--- src/rtl/stack_pkg.sv ---
// rtl/stack_pkg.sv - shared opcodes, FSM states and operand-count helpers for the stack controller
package stack_pkg;

    typedef enum logic [2:0] {
        OP_NOP     = 3'd0,
        OP_PUSH    = 3'd1,
        OP_DROP    = 3'd2,
        OP_DUP     = 3'd3,
        OP_SWAP    = 3'd4,
        OP_OVER    = 3'd5,
        OP_BINOP   = 3'd6,
        OP_REPLACE = 3'd7
    } op_e;

    typedef enum logic {
        ST_IDLE  = 1'b0,
        ST_SWAP2 = 1'b1
    } state_e;

    // Minimum number of entries an opcode must find on the stack.
    function automatic logic [1:0] min_count(input op_e op);
        case (op)
            OP_DROP, OP_DUP, OP_REPLACE: min_count = 2'd1;
            OP_SWAP, OP_OVER, OP_BINOP:  min_count = 2'd2;
            default:                     min_count = 2'd0;
        endcase
    endfunction

    // Opcodes that grow the stack by one and so need a free slot.
    function automatic logic needs_room(input op_e op);
        needs_room = (op == OP_PUSH) || (op == OP_DUP) || (op == OP_OVER);
    endfunction

endpackage

--- src/rtl/stack_controller.sv ---
// rtl/stack_controller.sv - stack pointer, SWAP sequencer and registered memory write port
//
// Ports:
//   c_CLOCK, c_NRESET          clock, async active-low reset
//   i_VALID, i_OP, i_DATA      command and its immediate operand
//   i_OP1, i_OP2               top and second stack values read from memory
//   i_CLEAR                    clears sticky error flags
//   o_READY                    command accepted when i_VALID is high
//   o_RADDR                    top-of-stack address (BASE+count-1)
//   o_WADDR, o_DATA, o_WRITE   registered one-cycle memory write
//   o_COUNT, o_EMPTY, o_FULL   occupancy
//   o_OVERFLOW, o_UNDERFLOW    sticky error flags
module stack_controller
    import stack_pkg::*;
#(
    parameter int          DEPTH = 64,
    parameter logic [15:0] BASE  = 16'h0000
) (
    input  logic        c_CLOCK,
    input  logic        c_NRESET,
    input  logic        i_VALID,
    input  logic [2:0]  i_OP,
    input  logic [15:0] i_DATA,
    input  logic [15:0] i_OP1,
    input  logic [15:0] i_OP2,
    input  logic        i_CLEAR,
    output logic        o_READY,
    output logic [15:0] o_RADDR,
    output logic [15:0] o_WADDR,
    output logic [15:0] o_DATA,
    output logic        o_WRITE,
    output logic [6:0]  o_COUNT,
    output logic        o_EMPTY,
    output logic        o_FULL,
    output logic        o_OVERFLOW,
    output logic        o_UNDERFLOW
);

    localparam logic [6:0] DEPTH_C = 7'(DEPTH);

    state_e      state_q, state_d;
    logic [6:0]  count_q, count_d;
    logic        write_q, write_d;
    logic [15:0] waddr_q, waddr_d;
    logic [15:0] wdata_q, wdata_d;
    logic        ovf_q, ovf_d;
    logic        unf_q, unf_d;
    logic [15:0] swap_data_q, swap_data_d;
    logic [15:0] swap_addr_q, swap_addr_d;

    op_e         op;
    logic [15:0] top_addr;
    logic        lo_bad;
    logic        hi_bad;

    assign op       = op_e'(i_OP);
    // Address of the next free cell; other targets are offsets from it.
    assign top_addr = BASE + {9'd0, count_q};
    assign lo_bad   = count_q < {5'd0, min_count(op)};
    assign hi_bad   = needs_room(op) && (count_q == DEPTH_C);

    always_comb begin
        state_d     = state_q;
        count_d     = count_q;
        write_d     = 1'b0;
        waddr_d     = waddr_q;
        wdata_d     = wdata_q;
        swap_data_d = swap_data_q;
        swap_addr_d = swap_addr_q;
        ovf_d       = i_CLEAR ? 1'b0 : ovf_q;
        unf_d       = i_CLEAR ? 1'b0 : unf_q;

        case (state_q)
            ST_IDLE: begin
                if (i_VALID) begin
                    // Lower-bound violations win: an empty DUP is underflow.
                    if (lo_bad) begin
                        unf_d = 1'b1;
                    end else if (hi_bad) begin
                        ovf_d = 1'b1;
                    end else begin
                        case (op)
                            OP_PUSH: begin
                                write_d = 1'b1;
                                waddr_d = top_addr;
                                wdata_d = i_DATA;
                                count_d = count_q + 7'd1;
                            end
                            OP_DROP: count_d = count_q - 7'd1;
                            OP_DUP: begin
                                write_d = 1'b1;
                                waddr_d = top_addr;
                                wdata_d = i_OP1;
                                count_d = count_q + 7'd1;
                            end
                            OP_OVER: begin
                                write_d = 1'b1;
                                waddr_d = top_addr;
                                wdata_d = i_OP2;
                                count_d = count_q + 7'd1;
                            end
                            OP_BINOP: begin
                                write_d = 1'b1;
                                waddr_d = top_addr - 16'd2;
                                wdata_d = i_DATA;
                                count_d = count_q - 7'd1;
                            end
                            OP_REPLACE: begin
                                write_d = 1'b1;
                                waddr_d = top_addr - 16'd1;
                                wdata_d = i_DATA;
                            end
                            OP_SWAP: begin
                                write_d     = 1'b1;
                                waddr_d     = top_addr - 16'd1;
                                wdata_d     = i_OP2;
                                swap_data_d = i_OP1;
                                swap_addr_d = top_addr - 16'd2;
                                state_d     = ST_SWAP2;
                            end
                            default: ;
                        endcase
                    end
                end
            end
            ST_SWAP2: begin
                write_d = 1'b1;
                waddr_d = swap_addr_q;
                wdata_d = swap_data_q;
                state_d = ST_IDLE;
            end
            default: state_d = ST_IDLE;
        endcase
    end

    always_ff @(posedge c_CLOCK or negedge c_NRESET) begin
        if (!c_NRESET) begin
            state_q     <= ST_IDLE;
            count_q     <= 7'd0;
            write_q     <= 1'b0;
            waddr_q     <= 16'd0;
            wdata_q     <= 16'd0;
            ovf_q       <= 1'b0;
            unf_q       <= 1'b0;
            swap_data_q <= 16'd0;
            swap_addr_q <= 16'd0;
        end else begin
            state_q     <= state_d;
            count_q     <= count_d;
            write_q     <= write_d;
            waddr_q     <= waddr_d;
            wdata_q     <= wdata_d;
            ovf_q       <= ovf_d;
            unf_q       <= unf_d;
            swap_data_q <= swap_data_d;
            swap_addr_q <= swap_addr_d;
        end
    end

    assign o_READY     = (state_q == ST_IDLE);
    assign o_RADDR     = top_addr - 16'd1;
    assign o_WADDR     = waddr_q;
    assign o_DATA      = wdata_q;
    assign o_WRITE     = write_q;
    assign o_COUNT     = count_q;
    assign o_EMPTY     = (count_q == 7'd0);
    assign o_FULL      = (count_q == DEPTH_C);
    assign o_OVERFLOW  = ovf_q;
    assign o_UNDERFLOW = unf_q;

endmodule

--- config.mk ---
export PLATFORM = sky130hd
export DESIGN_NAME = stack_controller
export DESIGN_NICKNAME = d
export VERILOG_FILES = /design/src/rtl/stack_pkg.sv /design/src/rtl/stack_controller.sv
export SDC_FILE = /design/constraint.sdc
export NUM_CORES = 1
export LEC_CHECK = 0
export ABC_AREA = 1
export CORE_UTILIZATION = 43
export DETAILED_ROUTE_END_ITERATION = 8
export PLACE_DENSITY_LB_ADDON = 0.12
export SLEW_MARGIN = 25
export SYNTH_ARGS = -nofsm -noshare
export SYNTH_HDL_FRONTEND = slang
export SYNTH_SLANG_ARGS = --single-unit
export TNS_END_PERCENT = 1
--- constraint.sdc ---
create_clock -name c_CLOCK -period 2.1 [get_ports c_CLOCK]
set_input_delay 0.63 -clock c_CLOCK [delete_from_list [all_inputs] [get_ports c_CLOCK]]
set_output_delay 0.63 -clock c_CLOCK [all_outputs]
set_load 0.02 [all_outputs]
# [Word-level counts from Yosys, hierarchy flattened]
# Index checks and enable logic that the tools add are counted.
[classes] reduce_logical=17 magnitude_cmp=1 addsub=4 bitwise_logic=3 muxes=31 eq_ne=13
[ops] op="$mux 16" count=6
[ops] op="$pmux 16 s3" count=2
[ops] op="$pmux 16 s2" count=2
[ops] op="$mux 1" count=17
[ops] op="$pmux 7 s2" count=1
[ops] op="$eq 3x3->1 const B" count=4
[ops] op="$reduce_or 3->1" count=4
[ops] op="$reduce_and 5->1" count=2
[ops] op="$ne 4x3->1 const B" count=2
[ops] op="$reduce_and 4->1" count=2
[ops] op="$sub 7x1->8 const B" count=1
[ops] op="$sub 7x2->8 const B" count=1
[ops] op="$add 7x1->7 const B" count=1
[ops] op="$eq 7x7->1 const B" count=1
[ops] op="$logic_not 7->1" count=1
[ops] op="$lt 7x2->1" count=1
[ops] op="$sub 7x1->7 const B" count=1
[ops] op="$eq 3x2->1 const B" count=2
[ops] op="$ne 2x2->1 const B" count=3
[ops] op="$reduce_or 2->1" count=3
[ops] op="$reduce_or 6->1" count=1
[ops] op="$pmux 1 s2" count=2
[ops] op="$pmux 2 s2" count=1
[ops] op="$eq 3x1->1 const B" count=1
[ops] op="4 further kinds" count=7
[totals] in_bits=55 out_inout_bits=61 reg_bits=75

# [Logic depth before layout (Yosys ltp)]
# Gate-level depths: netlist of run 1.
[depth] word_depth=8 depth_mapped=14 depth_no_buf=12

# [Least setup slack after synthesis of run 1]
# No wires, ideal clock.
[synth_timing] kind="flip-flop to output port" startpoint="register count_q[1] (netlist: o_COUNT[1])" endpoint="output port o_RADDR[10]" arrival_ns=1.987 setup_slack_ns=-0.517 path_buffers=1 required_time_ns=1.470 path_stages_with_launch=7 cell_sequence="dfrtp_1 -> inv_1 -> ha_1 -> nand2_1 -> nand2_1 -> nor2_1 -> buf_4"
[synth_via] elab_chain_len=1
[synth_lines] item="from (decl)" line_no="stack_controller.sv:42" text="logic [6:0] count_q, count_d;"
[synth_lines] item="from (signal assigned)" line_no="stack_controller.sv:149" text="count_q <= count_d;"
[synth_lines] item="$sub 7x1->8" line_no="stack_controller.sv:161" text="assign o_RADDR = top_addr - 16'd1;"
[synth_lines] item="to (decl)" line_no="stack_controller.sv:28" text="output logic [15:0] o_RADDR,"
# Every way passes these cells.

# [Worst setup path in the final report of run 1]
[layout_timing] startpoint="register count_q[2] (netlist: o_COUNT[2])" endpoint="output port o_RADDR[6]"
# The elaborated chain is that of the path after synthesis.

==> impl_metrics.env, run 1 <==
export IMPL_seq_area_sq_um=1480
export IMPL_worst_pin_slew_ps=472
export IMPL_hold_ws_ps=162
export IMPL_cp_end_kind="output port"
export IMPL_synth_cell_area_sq_um=3770
export IMPL_core_sq_um=8340
export IMPL_ys_types=29
export IMPL_rsz0062_at_grt="yes"
export IMPL_final_nets=773
export IMPL_ys_top_cells_by_area="dfrtp_1, nand2_1, o21ai_0"
export IMPL_required_ps=1470
export IMPL_dr_pass1_iters=5
export IMPL_path_cells="buf_6, nor2_4, nand4_1, nand2_2, buf_4"
export IMPL_numPortBuffers=115
export IMPL_via_per_inst=4.87
export IMPL_area_growth_syn_to_layout_pct=54.0
export IMPL_peakVddDrop_uv=845
export IMPL_cts_hold_buffers=0
export IMPL_utilization_pct=69.6
export IMPL_hp_class="input pin to asynchronous set/reset pin"
export IMPL_cp_slowest_cell="dfrtp_2"
export IMPL_yosys_register_bits=59
export IMPL_antenna_found_initial=0
export IMPL_cp_start_kind="flip-flop"
export IMPL_relSlewSlack_pct=68.4
export IMPL_num_rows=33
export IMPL_syn_avg_cell_area_sq_um=6.88
export IMPL_critPathMaxFanout=7
export IMPL_r2r_slack_ps=250
export IMPL_gp_congestion=0.871
export IMPL_dp_cells=798
export IMPL_initial_utilization_pct=45.2
export IMPL_setup_ws_ps=-79.9
export IMPL_setup_viol=16
export IMPL_drive_gt1_share_pct=20.8
export IMPL_crit_type="flip-flop to output port"
export IMPL_clock_skew_ps=11.4
export IMPL_layout_min_cycle_time_ps=2180
export IMPL_period_share_pct=104
export IMPL_maxCapViolCount=0
export IMPL_syn_nets=614
export IMPL_p_per_area_nw_per_um2=1280
export IMPL_dp_hpwl_um=7970
export IMPL_fill_cells=711
export IMPL_dieArea_sq_um=9150
export IMPL_ctsLongestPathBuffers=2
export IMPL_worstPathArrival_ps=1550
export IMPL_layout_common_cells="nand2_1, clkdlybuf4s50_1, buf_4"
export IMPL_num_antenna_cells=0
export IMPL_grt_max_degree=33
export IMPL_h_tree_depth=3
export IMPL_via_count=3976
export IMPL_cp_startpoint="o_COUNT[2]"
export IMPL_status="finished, violations left"
export IMPL_drtAntennaViolNets=0
export IMPL_syn_inst=548
export IMPL_route_detailed_drc=0
export IMPL_io_pin_count=116
export IMPL_timing_final_max_slew_violations=0
export IMPL_multi_input_area_sq_um=1980
export IMPL_path_clk_slew_ps=70
export IMPL_power_leakage_nw=3.13
export IMPL_hold_violations=0
export IMPL_grt_ovfl_total=0
export IMPL_final_instance_count_excl_fill=817
export IMPL_first_global_vias=3672
export IMPL_cts_made_buffers=9
export IMPL_grt_pass1_wl_um=17300
export IMPL_drtIter0Drc=164
export IMPL_routed_wl_um=10800
export IMPL_clkLatencyLatePin_ps=350
export IMPL_reg2reg_from="o_COUNT[1]"
export IMPL_root_buffer="clkbuf_8"
export IMPL_violations="setup timing"
export IMPL_cts_tree="built"
export IMPL_die_w_um=95.6
export IMPL_yosys_warnings=0
export IMPL_yosysTopAreaCellShare_pct=39.2
export IMPL_post_synth_top_area_cell="dfrtp_1"
export IMPL_layout_commonest_cell="nand2_1"
export IMPL_cts_sinks=59
export IMPL_yosysSeqAreaShare_pct=39.2
export IMPL_cp_slowest_stage_delay_ps=420
export IMPL_grt_usage_pct=24.6
export IMPL_die_h_um=95.6
export IMPL_clock_fmax_mhz=459
export IMPL_wl_per_cell_um=13.2
==> through the flow <==
stage | instance area (sq um) | TNS [ps] | power, W | setup WS, ps
floorplan | 3780 | -26.7 | 0.00397 | -26.7
global placement | 5390 | -12830 | 0.00585 | -280
detailed placement | 5390 | -15250 | 0.00592 | -342
CTS | 5640 | -1080 | 0.00715 | -153
global route | 5800 | -1640 | 0.00793 | -127
finish | 5800 | -745 | 0.00743 | -79.9
==> synthesized netlist by cell type <==
cell type	n
inv_4	1
clkinv_1	1
nor2_1	27
xnor2_1	4
ha_1	10
fa_1	1
nand2_4	2
buf_2	6
or2_2	1
nand2_2	6
xor2_1	4
o21a_1	1
buf_4	18
clkbuf_2	1
nand3b_1	1
o21ai_0	55
nand3_2	1
inv_2	4
dfrtp_1	59
nand3_1	28
a21oi_1	5
a31oi_1	1
o21ai_1	11
nand2_1	218
nand4_1	7
clkbuf_1	6
buf_6	2
nor2_4	4
inv_1	63
==> state kept, by name, indices dropped and copies added (netlist names) <==
name / cells
o_DATA: 16
swap_data_q: 16
o_WADDR: 8
swap_addr_q: 8
o_COUNT: 7
o_OVERFLOW: 1
o_UNDERFLOW: 1
o_WRITE: 1
state_q: 1
==> cells by family (layout without fill, tap and decap cells) <==
logic type / after synthesis / count (layout) / share of synthesized area (%)
buffers and inverters: 102 / 265 / 12.6
flip-flops: 59 / 59 / 39.2
XOR/XNOR: 8 / 8 / 1.86
AO/OA/AOI/OAI: 73 / 73 / 9.79
adder cells (fa/ha/maj): 11 / 11 / 3.85
AND/OR/NAND/NOR: 295 / 296 / 32.7
==> per-layer routing <==
layer  global-route usage [%]  up-vias  part of all wire, %
met5                        0        -                    0
met4                     7.46        0                  1.4
met3                     2.47       16                  4.7
met2                     38.0      132                   47
met1                     36.2     1819                   47
li1                         -     2009                    -
==> layout make-up <==
type	instances	share of cell area, %
multi-input cells	388	34.1
inverters	69	4.70
clock inverters	7	1.72
clock buffers	9	2.13
repair buffers	180	29.6
flip-flops and latches	59	25.5
well taps	105	2.26
==> timing repair <==
item,in CTS,in global routing
endpoints found under the hold margin,0,0
buffers inserted,0,2
endpoints found under the setup margin,32,55
pin swaps,5,8
cloned,1,0
resized for setup,107,45
==> critical path, delay by kind of cell, from the launching register on <==
family	cells	cell delay [ps]
flops	1	420
simple gates	3	500
buf+inv	2	300
==> power by group <==
part           total (W)  internal (W)  switching [W]
sequential       0.00180       0.00156       0.000248
combinational    0.00445       0.00206        0.00239
clock            0.00117      0.000676       0.000498
total            0.00743       0.00429        0.00314
==> worst paths after layout <==
path                                   end  cells after the start
worst max-delay path            o_RADDR[6]                      5
worst min-delay path            o_WADDR[5]                      1
worst max register to register  o_WADDR[6]                     12
worst min register to register   o_DATA[1]                      2
max in group asynchronous        o_DATA[7]                      2
min in group c_CLOCK             o_DATA[1]                      2
No activity file was read; power rests on OpenSTA's default activity.
==> inputs of run 2 (changes only) <==
--- a/config.mk
+++ b/config.mk
@@ -6,9 +6,9 @@
 export NUM_CORES = 1
 export LEC_CHECK = 0
 export ABC_AREA = 1
-export CORE_UTILIZATION = 43
+export CORE_UTILIZATION = 35
 export DETAILED_ROUTE_END_ITERATION = 8
-export PLACE_DENSITY_LB_ADDON = 0.12
+export PLACE_DENSITY_LB_ADDON = 0.2
 export SLEW_MARGIN = 25
 export SYNTH_ARGS = -nofsm -noshare
 export SYNTH_HDL_FRONTEND = slang
==> impl_metrics.env, run 2 (same netlist as run 1, synthesis figures left out) <==
export IMPL_status="finished, violations left"
export IMPL_violations="setup timing"
export IMPL_via_count=3914
export IMPL_final_area_sq_um=5760
export IMPL_area_growth_syn_to_layout_pct=52.8
export IMPL_crit_family="buffers and inverters"
export IMPL_cp_depth=7
export IMPL_core_sq_um=10400
export IMPL_layout_min_cycle_time_ps=2190
export IMPL_dieArea_sq_um=11200
export IMPL_dp_worst_setup_slack_ps=-383
export IMPL_rr_worst_depth=13
export IMPL_dp_hpwl_um=7990
export IMPL_worst_pin_slew_ps=393
export IMPL_r2r_end="o_WADDR[3]"
export IMPL_cp_slowest_cell="dfrtp_2"
export IMPL_path_cells="clkinv_4, buf_12, ha_4, nand2_4, nor2_4, buf_6, buf_6"
export IMPL_cts_tree="built"
export IMPL_gp_congestion=0.870
export IMPL_drive_gt1_share_pct=20.5
export IMPL_dr_pass1_iters=4
export IMPL_ctsLongestPathBuffers=2
export IMPL_path_clk_slew_ps=70
export IMPL_power_leakage_nw=3.06
export IMPL_antenna_found_initial=0
export IMPL_num_antenna_cells=0
export IMPL_cts_hold_buffers=0
export IMPL_fill_cells=1035
export IMPL_setup_ws_ps=-95.0
export IMPL_wl_per_cell_um=12.5
export IMPL_root_buffer="clkbuf_8"
export IMPL_clock_skew_ps=7.46
export IMPL_cp_start_kind="flip-flop"
export IMPL_die_w_um=106
export IMPL_final_instance_count_excl_fill=858
export IMPL_crit_type="flip-flop to output port"
export IMPL_route_detailed_drc=0
export IMPL_reg2reg_from="o_COUNT[3]"
export IMPL_cp_slowest_stage_delay_ps=430
export IMPL_p_per_area_nw_per_um2=1230
export IMPL_maxCapViolCount=0
export IMPL_grt_max_degree=32
export IMPL_clock_fmax_mhz=456
export IMPL_r2r_slack_ps=220
export IMPL_setup_viol=15
export IMPL_dp_cells=834
export IMPL_seq_area_sq_um=1480
export IMPL_numPortBuffers=115
export IMPL_via_per_inst=4.56
export IMPL_multi_input_area_sq_um=1910
export IMPL_cts_made_buffers=9
export IMPL_crit_buf_inv=4
export IMPL_clkLatencyLatePin_ps=320
export IMPL_drtIter0Drc=239
export IMPL_cts_sinks=59
export IMPL_period_share_pct=105
export IMPL_rsz0062_at_grt="yes"
export IMPL_cp_end_kind="output port"
export IMPL_p_total_w=0.00707
export IMPL_first_global_vias=3764
export IMPL_die_h_um=106
export IMPL_layout_common_cells="nand2_1, clkdlybuf4s50_1, buf_4"
export IMPL_final_nets=784
export IMPL_place_area_sq_um=5430
export IMPL_cp_startpoint="o_COUNT[1]"
export IMPL_relSlewSlack_pct=73.8
export IMPL_h_tree_depth=3
export IMPL_hp_class="input pin to asynchronous set/reset pin"
export IMPL_grt_usage_pct=20.0
export IMPL_critPathMaxFanout=8
export IMPL_worstPathArrival_ps=1560
export IMPL_hold_violations=0
export IMPL_crit_end="o_RADDR[10]"
export IMPL_timing_final_max_slew_violations=0
export IMPL_required_ps=1470
export IMPL_grt_pass1_wl_um=18000
export IMPL_initial_utilization_pct=36.4
export IMPL_peakVddDrop_uv=673
export IMPL_drtAntennaViolNets=0
export IMPL_grt_ovfl_total=0
export IMPL_path_common_cell="buf_6"
export IMPL_num_rows=37
export IMPL_routed_wl_um=10700
export IMPL_layout_commonest_cell="nand2_1"
export IMPL_io_pin_count=116
==> run 2: final cells by class <==
type                    count  area share [%]
flip-flops and latches     59            25.7
clock buffers              10            2.21
multi-input cells         387            33.2
well taps                 136            2.95
inverters                  69            4.67
repair buffers            192            30.8
clock inverters             5           0.543
==> run 2: worst min-delay path by stage <==
stage / to / slack (ps) / cells after the start
after detailed placement: o_DATA[0] / 460 / 2
after CTS: swap_data_q[7] / 330 / 2
after global routing: swap_data_q[7] / 350 / 2
after floorplan: o_COUNT[0] / 330 / 0
after global placement: o_DATA[15] / 460 / 2
final: swap_data_q[7] / 320 / 2
==> run 2: worst reg2reg max path, delay by kind of cell, from the launching register on <==
kind	cells	cell delay, ps
buffers and inverters	6	660
DFF	1	410
and+or+nand+nor	7	720
==> run 2: what timing repair did <==
item,in CTS,in global routing
buffers inserted,4,5
resized for setup,106,38
pin swaps,4,4
setup endpoints to repair,34,67
==> run 2: power by group <==
part           switching, W  internal (W)  total, W
Clock              0.000441      0.000417  0.000858
Combinational       0.00233       0.00208   0.00441
Sequential         0.000243       0.00156   0.00180
==> run 2: routing by layer <==
layer / GRT usage, % / wire, um / up-vias
met4: 5.06 / 102 / 0
met3: 2.97 / 500 / 8
met5: 0 / 0 / -
li1: - / - / 2021
met1: 26.1 / 4930 / 1788
met2: 34.5 / 5220 / 97
==> run 2: metrics by stage <==
step / util (%) / TNS, ps / hold WS, ps
global route: 55.6 / -2520 / 351
floorplan: - / -26.7 / 334
global placement: 52.4 / -16250 / 455
detailed placement: 52.4 / -18120 / 458
finish: 55.6 / -1100 / 323
CTS: 54.0 / -1180 / 327
